File: config.mk
export PLATFORM = sky130hd
export DESIGN_NAME = adder_accumulator
export DESIGN_NICKNAME = d
export VERILOG_FILES = /design/src/rtl/adder_accumulator.sv
export SDC_FILE = /design/constraint.sdc
export NUM_CORES = 1
export LEC_CHECK = 0
export ABC_AREA = 1
export CAP_MARGIN = 20
export CORE_AREA = 2 2 101 103
export CTS_CLUSTER_SIZE = 14
export DETAILED_ROUTE_END_ITERATION = 8
export DIE_AREA = 0 0 103 105
export GPL_TIMING_DRIVEN = 0
export PLACE_DENSITY = 0.77
export SLEW_MARGIN = 5
export SYNTH_ARGS = -nofsm -noshare
export SYNTH_HDL_FRONTEND = slang
export SYNTH_SLANG_ARGS = --single-unit
File: constraint.sdc
create_clock -name clk -period 3.4 [get_ports clk]
set_clock_uncertainty 0.05 [all_clocks]
set_input_delay 0.51 -clock clk [delete_from_list [all_inputs] [get_ports clk]]
set_output_delay 0.51 -clock clk [all_outputs]
set_load 0.005 [all_outputs]
File: src/rtl/adder_accumulator.sv
// ---------------------------------------------------------------------------
// adder_accumulator
//
// Operand-issue and result-capture stage around an external combinational
// WIDTH-bit adder. A packet of operand beats is folded into an accumulator,
// one beat per cycle, adding or subtracting each beat. Carry-out and signed
// overflow from the adder are OR-ed into sticky flags for the packet. The
// packet total is then offered on a valid/ready output handshake.
//
// Ports:
//   clk, rst              rising-edge clock, asynchronous active-high reset
//   in_valid/in_ready     operand beat handshake
//   in_data               operand
//   in_sub                1 = subtract in_data, 0 = add
//   in_last               final beat of the packet
//   add_a/add_b/add_cin   drive to the external adder
//   add_s/add_cout/add_ovf  adder result (combinational from add_a/b/cin)
//   out_valid/out_ready   result handshake
//   out_sum               packet total (modulo 2^WIDTH)
//   out_carry             sticky OR of add_cout over the packet (raw carry,
//                         so a subtract beat with no borrow reports 1)
//   out_ovf               sticky OR of add_ovf over the packet
//   out_count             beats in the packet, saturating at 2^COUNT_W-1
// ---------------------------------------------------------------------------
module adder_accumulator #(
    parameter int WIDTH   = 32,
    parameter int COUNT_W = 8
) (
    input  logic               clk,
    input  logic               rst,

    input  logic               in_valid,
    output logic               in_ready,
    input  logic [WIDTH-1:0]   in_data,
    input  logic               in_sub,
    input  logic               in_last,

    output logic [WIDTH-1:0]   add_a,
    output logic [WIDTH-1:0]   add_b,
    output logic               add_cin,
    input  logic [WIDTH-1:0]   add_s,
    input  logic               add_cout,
    input  logic               add_ovf,

    output logic               out_valid,
    input  logic               out_ready,
    output logic [WIDTH-1:0]   out_sum,
    output logic               out_carry,
    output logic               out_ovf,
    output logic [COUNT_W-1:0] out_count
);

    typedef enum logic {
        ACC  = 1'b0,
        DONE = 1'b1
    } state_t;

    state_t             state;
    logic [WIDTH-1:0]   acc;
    logic               carry_st;
    logic               ovf_st;
    logic [COUNT_W-1:0] count;

    logic               beat;
    logic               carry_next;
    logic               ovf_next;
    logic [COUNT_W-1:0] count_next;

    // Beat counter increment that holds at the all-ones maximum.
    function automatic logic [COUNT_W-1:0] sat_inc(input logic [COUNT_W-1:0] c);
        if (&c) begin
            return c;
        end
        return c + 1'b1;
    endfunction

    // Issue: subtraction is acc + ~in_data + 1, so the adder sees the
    // two's-complement negation without any extra logic here.
    assign add_a   = acc;
    assign add_b   = in_sub ? ~in_data : in_data;
    assign add_cin = in_sub;

    // Ready is forced low while reset is held, not only after the first edge.
    assign in_ready = (state == ACC) && !rst;
    assign beat     = in_valid && in_ready;

    assign carry_next = carry_st | add_cout;
    assign ovf_next   = ovf_st | add_ovf;
    assign count_next = sat_inc(count);

    // Capture: accumulator/flags update on each beat; the result registers
    // are loaded on the last beat so they already include it when DONE
    // is entered, and are cleared again on the output handshake.
    always_ff @(posedge clk or posedge rst) begin
        if (rst) begin
            state     <= ACC;
            acc       <= '0;
            carry_st  <= 1'b0;
            ovf_st    <= 1'b0;
            count     <= '0;
            out_valid <= 1'b0;
            out_sum   <= '0;
            out_carry <= 1'b0;
            out_ovf   <= 1'b0;
            out_count <= '0;
        end else begin
            case (state)
                ACC: begin
                    if (beat) begin
                        acc      <= add_s;
                        carry_st <= carry_next;
                        ovf_st   <= ovf_next;
                        count    <= count_next;
                        if (in_last) begin
                            state     <= DONE;
                            out_valid <= 1'b1;
                            out_sum   <= add_s;
                            out_carry <= carry_next;
                            out_ovf   <= ovf_next;
                            out_count <= count_next;
                        end
                    end
                end
                DONE: begin
                    if (out_ready) begin
                        state     <= ACC;
                        acc       <= '0;
                        carry_st  <= 1'b0;
                        ovf_st    <= 1'b0;
                        count     <= '0;
                        out_valid <= 1'b0;
                        out_sum   <= '0;
                        out_carry <= 1'b0;
                        out_ovf   <= 1'b0;
                        out_count <= '0;
                    end
                end
                default: begin
                    state <= ACC;
                end
            endcase
        end
    end

endmodule
==> metrics.log, run 1 <==
[metrics] amount of wire on met2 after detailed routing: 5.26 mm
[metrics] combinational power share: a little under a third
[metrics] overall global routing resource usage: 20.3%
[metrics] Rel. slew slack: about 67%
[metrics] Total Wirelength: 10.9 mm
[metrics] Final TNS setup: 0 ns
[metrics] antenna violations before repair: 0
[metrics] Post-Syn Area: about 3800 um^2
[metrics] wire length of the first global-routing pass: 17.0 mm
[metrics] clock tree from TritonCTS: built
[metrics] CP required: around 2.8 ns
[metrics] post-detailed-route via-to-cell ratio: roughly 4.7
[metrics] count of port buffers added during placement: between 150 and 200
[metrics] remaining routing DRC violations: 0
[metrics] Final min period: 2.33 ns
[metrics] mean cell area of the mapped netlist: between 9 and 10 um^2
[metrics] clock network latency to the later pin of the worst-skew pair: between 0.3 and 0.4 ns
[metrics] Clk network pwr share: approximately a quarter
[metrics] fin util: between 60% and 70%
[metrics] overall die area: 10,800 um^2
[metrics] CTS Hold Bufs: 0
[metrics] total of endpoints with negative setup slack in the final report: 0
[metrics] Top Metal Used: met4
[metrics] maximum clock insertion buffer count: 2
[metrics] number of buffers inserted during clock tree synthesis: 9
[metrics] starting density of the core: between 30% and 40%
[metrics] Fin. Hold Viols: 0
[metrics] unique cell type count in the Yosys netlist: 22
[metrics] IO Count: roughly 180
[metrics] post-route clock period utilization: between 60% and 70%
[metrics] CTS H-Tree Depth: 3
[metrics] antenna-violating nets left: 0
[metrics] unrepaired setup endpoints after global routing: false
[metrics] final max-slew violation count: 0
[metrics] filler cell count in the final layout: 857
[metrics] clock-pin slew on the worst setup and hold paths: 0.08 ns
[metrics] Routed WL per cell: approximately 15 um
[metrics] result of the run: completed
[metrics] core outline area: about 9600 um^2
[metrics] vias in the first global route: roughly 3,500
[metrics] switching pwr: a little under 0.0009 W
[metrics] Max rail drop VDD: 0.000303 V
[metrics] post-synthesis to final-layout area growth: 57.7%
[metrics] placed wire-length estimate: 8.41 mm
[metrics] power density relative to cell area: slightly below 500 nW/um^2
[metrics] number of buffers inserted by post-CTS setup repair: 0
[metrics] count of instances resized after the clock tree is built: 0
[metrics] Static Leak: approximately 2.8 nW
[metrics] Critical Path Start Type: primary input
[metrics] arrival time reported for the critical path endpoint: roughly 1.8 ns
[metrics] post-synthesis register bit count: 86
[metrics] Die Y-Extent: 105 um
[metrics] Post-Place Worst Slack: slightly above 1 ns
[metrics] Antenna Diode Count: 0
[metrics] metal3 WL: 1.34 mm
[metrics] largest driver fanout on the critical path: 10
[metrics] Post-Syn Instances: 416
[metrics] maximum capacitance violations: 0
[metrics] aggregate global routing overflow: 0
[metrics] total nets after synthesis: roughly 490
[metrics] switching part of the total power: around 30%
[metrics] clock sink total: 86
[metrics] Die Span X: between 100 and 150 um
[metrics] weighted congestion at the end of routability-driven global placement: 0.815
[metrics] sequential fraction of the synthesis area: 57.2%
[metrics] clock root buffer: sky130_fd_sc_hd__clkbuf_8
[metrics] iteration count of the initial detailed-routing pass: 4
[metrics] proportion of power drawn by flip-flops and latches: roughly 46%
[metrics] number of warning messages in the yosys log: 0
[metrics] layout net count: 680
[metrics] Power Internal: just over 0.002 W
[metrics] worst hold-check path type: reg2reg
[metrics] Highest Clock Rate: ~0.43 GHz
[metrics] worst slew pin tran: roughly 0.5 ns
[metrics] violation count after the first detailed-route iteration: around 130
[metrics] number of vias after detailed routing: between 3,000 and 4,000
[metrics] critical path start-end classification: in2out
[metrics] share of cells above drive strength 1: 5.88%
[metrics] pin count of the biggest net entering global routing: 53
[metrics] min setup slack post-route: roughly 1.1 ns
[metrics] met1 WL: 4.15 mm
[metrics] category of the worst setup path capture point: output pin
[metrics] Row Count: 36
[power groups by stage]
stage | Clock (W) | Sequential, W | Combinational [W]
finish | 0.000674 | 0.00133 | 0.000892
floorplan | 0 | 0.00134 | 0.000307
detailed placement | 0 | 0.00135 | 0.000906
global route | 0.000727 | 0.00135 | 0.000989
CTS | 0.000686 | 0.00133 | 0.000907
global placement | 0 | 0.00134 | 0.000879
[cell usage after synthesis (all sizes together)]
| cell type | number | area (um^2) |
|---|---|---|
| nand2 | 117 | 442 |
| dfrtp | 86 | 2150 |
| o21ai | 77 | 385 |
| inv | 47 | 179 |
| xor2 | 32 | 280 |
| nand3 | 16 | 80.1 |
| buf | 13 | 98.8 |
| nor2 | 13 | 51.3 |
| clkbuf | 8 | 31.3 |
| nand3b | 2 | 15.0 |
| nand4 | 2 | 12.5 |
| a21oi | 1 | 16.3 |
| ha | 1 | 12.5 |
| o21bai | 1 | 7.51 |
[metrics by stage]
step | hold WS, ns | cell area [um^2] | instances | power [W]
after CTS | 0.441 | 5930 | 745 | 0.00293
after floorplan | 0.404 | 3760 | 416 | 0.00165
after global placement | 0.414 | 5720 | 728 | 0.00222
final | 0.437 | 5930 | 745 | 0.00290
after detailed placement | 0.420 | 5750 | 729 | 0.00225
after global routing | 0.455 | 5930 | 745 | 0.00307
[critical path: stages]
cell                              delay (ns)
sky130_fd_sc_hd__clkbuf_1               0.21
sky130_fd_sc_hd__buf_2                  0.32
sky130_fd_sc_hd__xor2_1                 0.21
sky130_fd_sc_hd__clkdlybuf4s50_1        0.52
[cell type report]
cell class | count | area, um^2 | share of cell area (%)
inverter | 47 | 181 | 3.06
multi-input combinational | 262 | 1300 | 21.9
timing repair buffer | 180 | 1820 | 30.7
tap | 133 | 166 | 2.80
clock buffer | 11 | 141 | 2.38
sequential | 86 | 2150 | 36.3
clock inverter | 5 | 41.3 | 0.696
buffer | 21 | 130 | 2.19
[state kept, by name, summed over array words and instances, names as in the netlist, 8 cells and up]
signal / cells
count: 8
out_sum: 32
add_a: 32
out_count: 8
[worst paths after layout]
path,start,end,slack (ns),cells after the start
min,out_count[5],out_count[5],0.44,2
max in group asynchronous,rst,add_a[11],2.18,3
max,in_sub,add_b[16],1.07,4
min in group asynchronous,rst,out_sum[28],0.51,2
max reg2reg,state,out_sum[5],1.70,6
min reg2reg,out_count[5],out_count[5],0.44,2
[cell families (layout without fill, tap and decap cells)]
| kind of cell | count (synthesis) | in the layout | share of synthesized area (%) |
|---|---|---|---|
| buffers and inverters | 68 | 264 | 8.21 |
| adder cells (fa/ha/maj) | 1 | 1 | 0.332 |
| XOR/XNOR | 32 | 32 | 7.45 |
| flip-flops | 86 | 86 | 57.2 |
| AND/OR/NAND/NOR | 150 | 150 | 16.0 |
| AO/OA/AOI/OAI | 79 | 79 | 10.9 |
[metal layers]
| metal | track usage (%) | up-vias |
|---|---|---|
| li1 | - | 1677 |
| met5 | 0 | - |
| met3 | 8.63 | 13 |
| met2 | 34.4 | 165 |
| met4 | 6.67 | 0 |
| met1 | 22.6 | 1646 |
[placed cells by master (no fill, tap or decap), drive strengths merged, types with 2 or more instances in the layout]
master         instances
nand4                  2
nand3                 16
nand3b                 2
inv                   49
clkdlybuf4s50        179
xor2                  32
clkbuf                19
nor2                  13
nand2                117
dfrtp                 86
buf                   14
clkinvlp               2
o21ai                 77
Note: power is estimated with default switching activity, not from simulation.
==> run 2, diff against run 1 <==
CORE_AREA = 2 2 104 106   (was 2 2 101 103)
DIE_AREA = 0 0 106 108   (was 0 0 103 105)
PLACE_DENSITY = 0.76   (was 0.77)
clock period = 1.95 ns   (was 3.4 ns; I/O delays follow)
==> metrics.log, run 2 (synthesis gave the netlist of run 1 again) <==
[metrics] placed wire-length estimate: approximately 8.4 mm
[metrics] unrepaired setup endpoints after global routing: false
[metrics] number of vias after detailed routing: approximately 3,500
[metrics] switching pwr: around 0.0015 W
[metrics] Post-Place Worst Slack: -0.187 ns
[metrics] maximum capacitance violations: 0
[metrics] violation count after the first detailed-route iteration: between 150 and 200
[metrics] antenna violations before repair: 0
[metrics] total of endpoints with negative setup slack in the final report: 0
[metrics] Power Internal: between 0.003 and 0.004 W
[metrics] final max-slew violation count: 0
[metrics] number of buffer and inverter stages on the critical path: 2
[metrics] Routed WL per cell: 14.6 um
[metrics] weighted congestion at the end of routability-driven global placement: ~0.86
[metrics] clock tree from TritonCTS: built
[metrics] amount of wire on met2 after detailed routing: around 5.4 mm
[metrics] leading cell type in the layout, fill and taps excluded: sky130_fd_sc_hd__clkdlybuf4s50_1
[metrics] power density relative to cell area: approximately 860 nW/um^2
[metrics] overall global routing resource usage: 18.8%
[metrics] remaining routing DRC violations: 0
[metrics] Die Span X: about 110 um
[metrics] critical path start-end classification: in2out
[metrics] tightest hold margin: around 0.37 ns
[metrics] worst slew pin tran: roughly 0.66 ns
[metrics] clock-pin slew on the worst setup and hold paths: around 0.1 ns
[metrics] Static Leak: around 2.8 nW
[metrics] post-detailed-route via-to-cell ratio: roughly 4.7
[metrics] arrival time reported for the critical path endpoint: roughly 1.5 ns
[metrics] endpoint of the lowest-slack register-to-register path: out_sum[21]
[metrics] Critical Path Start Type: primary input
[metrics] count of instances resized after the clock tree is built: 3
[metrics] Max rail drop VDD: about 0.00045 V
[metrics] Final min period: 1.87 ns
[metrics] R2R cell count: 6
[metrics] Top Metal Used: met4
[metrics] antenna-violating nets left: 0
[metrics] number of buffers inserted during clock tree synthesis: 9
[metrics] CTS H-Tree Depth: 3
[metrics] vias in the first global route: 3,486
[metrics] count of port buffers added during placement: 179
[metrics] result of the run: completed
[metrics] origin of the critical flop-to-flop path: state
[metrics] IO Count: 181
[metrics] layout net count: 681
[metrics] post-route clock period utilization: 96.1%
[metrics] overall die area: ~11,000 um^2
[metrics] maximum clock insertion buffer count: 2
[metrics] Final TNS setup: 0 ns
[metrics] Antenna Diode Count: 0
[metrics] worst hold-check path type: in2async
[metrics] share of cells above drive strength 1: 6.53%
[metrics] Die Y-Extent: ~110 um
[metrics] commonest cells after routing, fill and taps aside: sky130_fd_sc_hd__clkdlybuf4s50_1 (179), sky130_fd_sc_hd__nand2_1 (116), sky130_fd_sc_hd__dfrtp_1 (86)
[metrics] CTS Hold Bufs: 0
[metrics] proportion of power drawn by flip-flops and latches: 45.0%
[metrics] largest driver fanout on the critical path: 1
[metrics] reg2reg setup slack: around 0.24 ns
[metrics] combinational power share: roughly 30%
[metrics] Max stage delay cell, worst path: sky130_fd_sc_hd__clkdlybuf4s50_1
[metrics] Highest Clock Rate: ~0.53 GHz
[metrics] metal3 WL: just under 1 mm
[metrics] clock sink total: 86
[metrics] Row Count: 37
[metrics] core outline area: 10,200 um^2
[metrics] post-synthesis to final-layout area growth: 59.0%
[metrics] Total Wirelength: between 10 and 15 mm
[metrics] CP required: 1.61 ns
[metrics] Clk network pwr share: about a quarter
[metrics] aggregate global routing overflow: 0
[metrics] filler cell count in the final layout: approximately 870
[metrics] min setup slack post-route: between 0.07 and 0.08 ns
[metrics] iteration count of the initial detailed-routing pass: 4
[metrics] number of buffers inserted by post-CTS setup repair: 0
[metrics] switching part of the total power: slightly below 30%
[metrics] pin count of the biggest net entering global routing: 33
[metrics] Fin. Hold Viols: 0
[metrics] total power: 0.00515 W
[metrics] Rel. slew slack: 55.7%
[metrics] list of cells traversed by the critical path: clkdlybuf4s50_1 > xor2_1 > clkdlybuf4s50_1
[metrics] delay-heaviest family, CP: buffers and inverters
[metrics] category of the worst setup path capture point: output pin
[metrics] clock network latency to the later pin of the worst-skew pair: 0.35 ns
[metrics] CP most frequent cell: sky130_fd_sc_hd__clkdlybuf4s50_1
[metrics] wire length of the first global-routing pass: between 15 and 20 mm
[metrics] starting density of the core: 36.8%
[metrics] clock root buffer: sky130_fd_sc_hd__clkbuf_8
[metrics] met1 WL: around 4.3 mm
[metrics] peak per-stage delay on the critical path: approximately 0.54 ns
==> run 2: per-stage QoR <==
step	util [%]	instances	area [um^2]
detailed placement	56.4	733	5770
finish	58.5	749	5980
global route	58.5	749	5980
CTS	58.5	749	5980
floorplan	-	416	3770
global placement	56.0	731	5730
==> run 2: power groups by stage <==
stage,registers [W],clock network (W),logic [W]
2_1_floorplan,0.00234,0,0.000535
6_report,0.00232,0.00127,0.00156
4_1_cts,0.00232,0.00132,0.00159
3_3_place_gp,0.00233,0,0.00153
5_1_grt,0.00236,0.00138,0.00172
3_5_place_dp,0.00235,0,0.00158
==> run 2: layer usage <==
metal	track usage [%]	vias to the layer above
li1	-	1686
met1	21.1	1646
met2	33.6	179
met3	5.85	16
met4	7.24	0
met5	0	-
==> run 2: layout make-up <==
type                    instances  area, um^2  area share [%]
clock buffers                   9         124            2.07
plain buffers                  21         134            2.24
repair buffers                181        1830            30.6
multi-input cells             262        1310            21.9
flip-flops and latches         86        2150            36.0
well taps                     136         170            2.84
inverters                      47         183            3.05
clock inverters                 7        78.8            1.32
==> run 2: worst max path at each step <==
stage | from | to | cells after the start
final | in_data[13] | add_b[13] | 3
after global routing | in_data[12] | add_b[12] | 3
after CTS | in_data[13] | add_b[13] | 3
after detailed placement | rst | out_sum[12] | 7
after global placement | rst | add_a[8] | 2
after floorplan | state | out_sum[10] | 8
==> run 2: worst register-to-register path: stages, from the launching register on <==
cell	delay, ns
sky130_fd_sc_hd__dfrtp_1	0.44
sky130_fd_sc_hd__nor2_2	0.07
sky130_fd_sc_hd__nand2_1	0.09
sky130_fd_sc_hd__nor2_1	0.06
sky130_fd_sc_hd__inv_1	0.31
sky130_fd_sc_hd__clkbuf_1	0.45
sky130_fd_sc_hd__o21ai_1	0.11
==> run 3, diff against run 2 <==
CAP_MARGIN = not set   (was 20)
==> metrics.log, run 3 (synthesis gave the netlist of run 1 again) <==
[metrics] Final min period: 1.87 ns
[metrics] core outline area: around 10,000 um^2
[metrics] maximum capacitance violations: 0
[metrics] antenna-violating nets left: 0
[metrics] overall global routing resource usage: a little under a fifth
[metrics] post-route clock period utilization: between 90 and 100%
[metrics] clock network latency to the later pin of the worst-skew pair: about 0.35 ns
[metrics] Max rail drop VDD: about 0.00045 V
[metrics] filler cell count in the final layout: just under 900
[metrics] Highest Clock Rate: approximately 0.53 GHz
[metrics] critical path start-end classification: in2out
[metrics] result of the run: completed
[metrics] Post-Place Worst Slack: -0.187 ns
[metrics] maximum clock insertion buffer count: 2
[metrics] largest driver fanout on the critical path: 1
[metrics] fin util: ~58%
[metrics] CTS H-Tree Depth: 3
[metrics] Die Y-Extent: 108 um
[metrics] aggregate global routing overflow: 0
[metrics] tightest hold margin: around 0.37 ns
[metrics] Max stage delay cell, worst path: sky130_fd_sc_hd__clkdlybuf4s50_1
[metrics] Antenna Diode Count: 0
[metrics] IO Count: ~180
[metrics] violation count after the first detailed-route iteration: 170
[metrics] starting density of the core: 36.8%
[metrics] total of endpoints with negative setup slack in the final report: 0
[metrics] Fin. Hold Viols: 0
[metrics] Die Span X: around 110 um
[metrics] R2R cell count: 6
[metrics] peak per-stage delay on the critical path: 0.54 ns
[metrics] weighted congestion at the end of routability-driven global placement: about 0.86
[metrics] layout net count: a little under 700
[metrics] number of vias after detailed routing: 3,527
[metrics] leading cell type in the layout, fill and taps excluded: sky130_fd_sc_hd__clkdlybuf4s50_1
[metrics] Static Leak: roughly 2.8 nW
[metrics] vias in the first global route: approximately 3,500
[metrics] share of cells above drive strength 1: under 10%
[metrics] placed wire-length estimate: 8.45 mm
[metrics] unrepaired setup endpoints after global routing: false
[metrics] min setup slack post-route: ~0.077 ns
[metrics] CTS Hold Bufs: 0
[metrics] overall die area: around 11,000 um^2
[metrics] Routed WL per cell: around 15 um
[metrics] post-detailed-route via-to-cell ratio: 4.71
[metrics] CP required: approximately 1.6 ns
[metrics] arrival time reported for the critical path endpoint: approximately 1.5 ns
[metrics] post-synthesis to final-layout area growth: 59.0%
[metrics] count of instances resized after the clock tree is built: 3
[metrics] pin count of the biggest net entering global routing: 33
[metrics] list of cells traversed by the critical path: clkdlybuf4s50_1 > xor2_1 > clkdlybuf4s50_1
[metrics] worst slew pin tran: around 0.66 ns
[metrics] remaining routing DRC violations: 0
[metrics] clock sink total: 86
[metrics] count of port buffers added during placement: roughly 180
[metrics] antenna violations before repair: 0
[metrics] category of the worst setup path capture point: output pin
[metrics] number of buffers inserted during clock tree synthesis: 9
[metrics] clock tree from TritonCTS: built
[metrics] total power: approximately 0.005 W
[metrics] final max-slew violation count: 0
[metrics] power density relative to cell area: between 800 and 900 nW/um^2
[metrics] Rel. slew slack: a little under three fifths
[metrics] wire length of the first global-routing pass: 16.8 mm
[metrics] iteration count of the initial detailed-routing pass: 4
[metrics] clock root buffer: sky130_fd_sc_hd__clkbuf_8
[metrics] CP most frequent cell: sky130_fd_sc_hd__clkdlybuf4s50_1
[metrics] number of buffers inserted by post-CTS setup repair: 0
[metrics] Critical Path Start Type: primary input
[metrics] Final TNS setup: 0 ns
[metrics] worst hold-check path type: in2async
[metrics] clock-pin slew on the worst setup and hold paths: about 0.10 ns
[metrics] Row Count: 37
[metrics] commonest cells after routing, fill and taps aside: sky130_fd_sc_hd__clkdlybuf4s50_1 (179), sky130_fd_sc_hd__nand2_1 (116), sky130_fd_sc_hd__dfrtp_1 (86)
[metrics] Total Wirelength: between 10 and 15 mm
## run 3: cell type report
cell class	instances	area (um^2)	area share (%)
flip-flops and latches	86	2150	36.0
plain buffers	21	134	2.24
repair buffers	181	1830	30.6
well taps	136	170	2.84
multi-input cells	262	1310	21.9
clock inverters	7	78.8	1.32
inverters	47	183	3.05
clock buffers	9	124	2.07
## run 3: worst max-delay path, delay by kind of cell
kind / cells / cell delay [ns]
buffers and inverters: 2 / 1.01
XOR/XNOR: 1 / 0.23
## run 3: layer usage
metal | wire length, um | global-route usage, % | part of all wire (%) | up-vias
met4 | 194 | 7.24 | 1.8 | 0
li1 | - | - | - | 1686
met2 | 5450 | 33.6 | 50 | 179
met5 | 0 | 0 | 0 | -
met3 | 983 | 5.85 | 9.0 | 16
met1 | 4270 | 21.1 | 39 | 1646
## run 3: stage by stage
| step | area, um^2 | std cells |
|---|---|---|
| after detailed placement | 5770 | 733 |
| final | 5980 | 749 |
| after global placement | 5730 | 731 |
| after CTS | 5980 | 749 |
| after floorplan | 3770 | 416 |
| after global routing | 5980 | 749 |
## run 3: where the power goes
group / switching (W) / leakage [nW] / total (W) / internal [W]
combinational: 0.000630 / 1.57 / 0.00156 / 0.000932
clock: 0.000665 / 0.105 / 0.00127 / 0.000608
sequential: 0.000213 / 1.11 / 0.00232 / 0.00210
## run 3: worst paths after layout
path,startpoint,endpoint,slack [ns]
setup / recovery,in_data[13],add_b[13],0.08
min in group clk,out_count[3],out_count[3],0.44
setup reg to reg,state,out_sum[21],0.24
max in group asynchronous,rst,add_a[31],0.68
hold reg to reg,out_count[3],out_count[3],0.44
hold / removal,rst,out_count[5],0.37
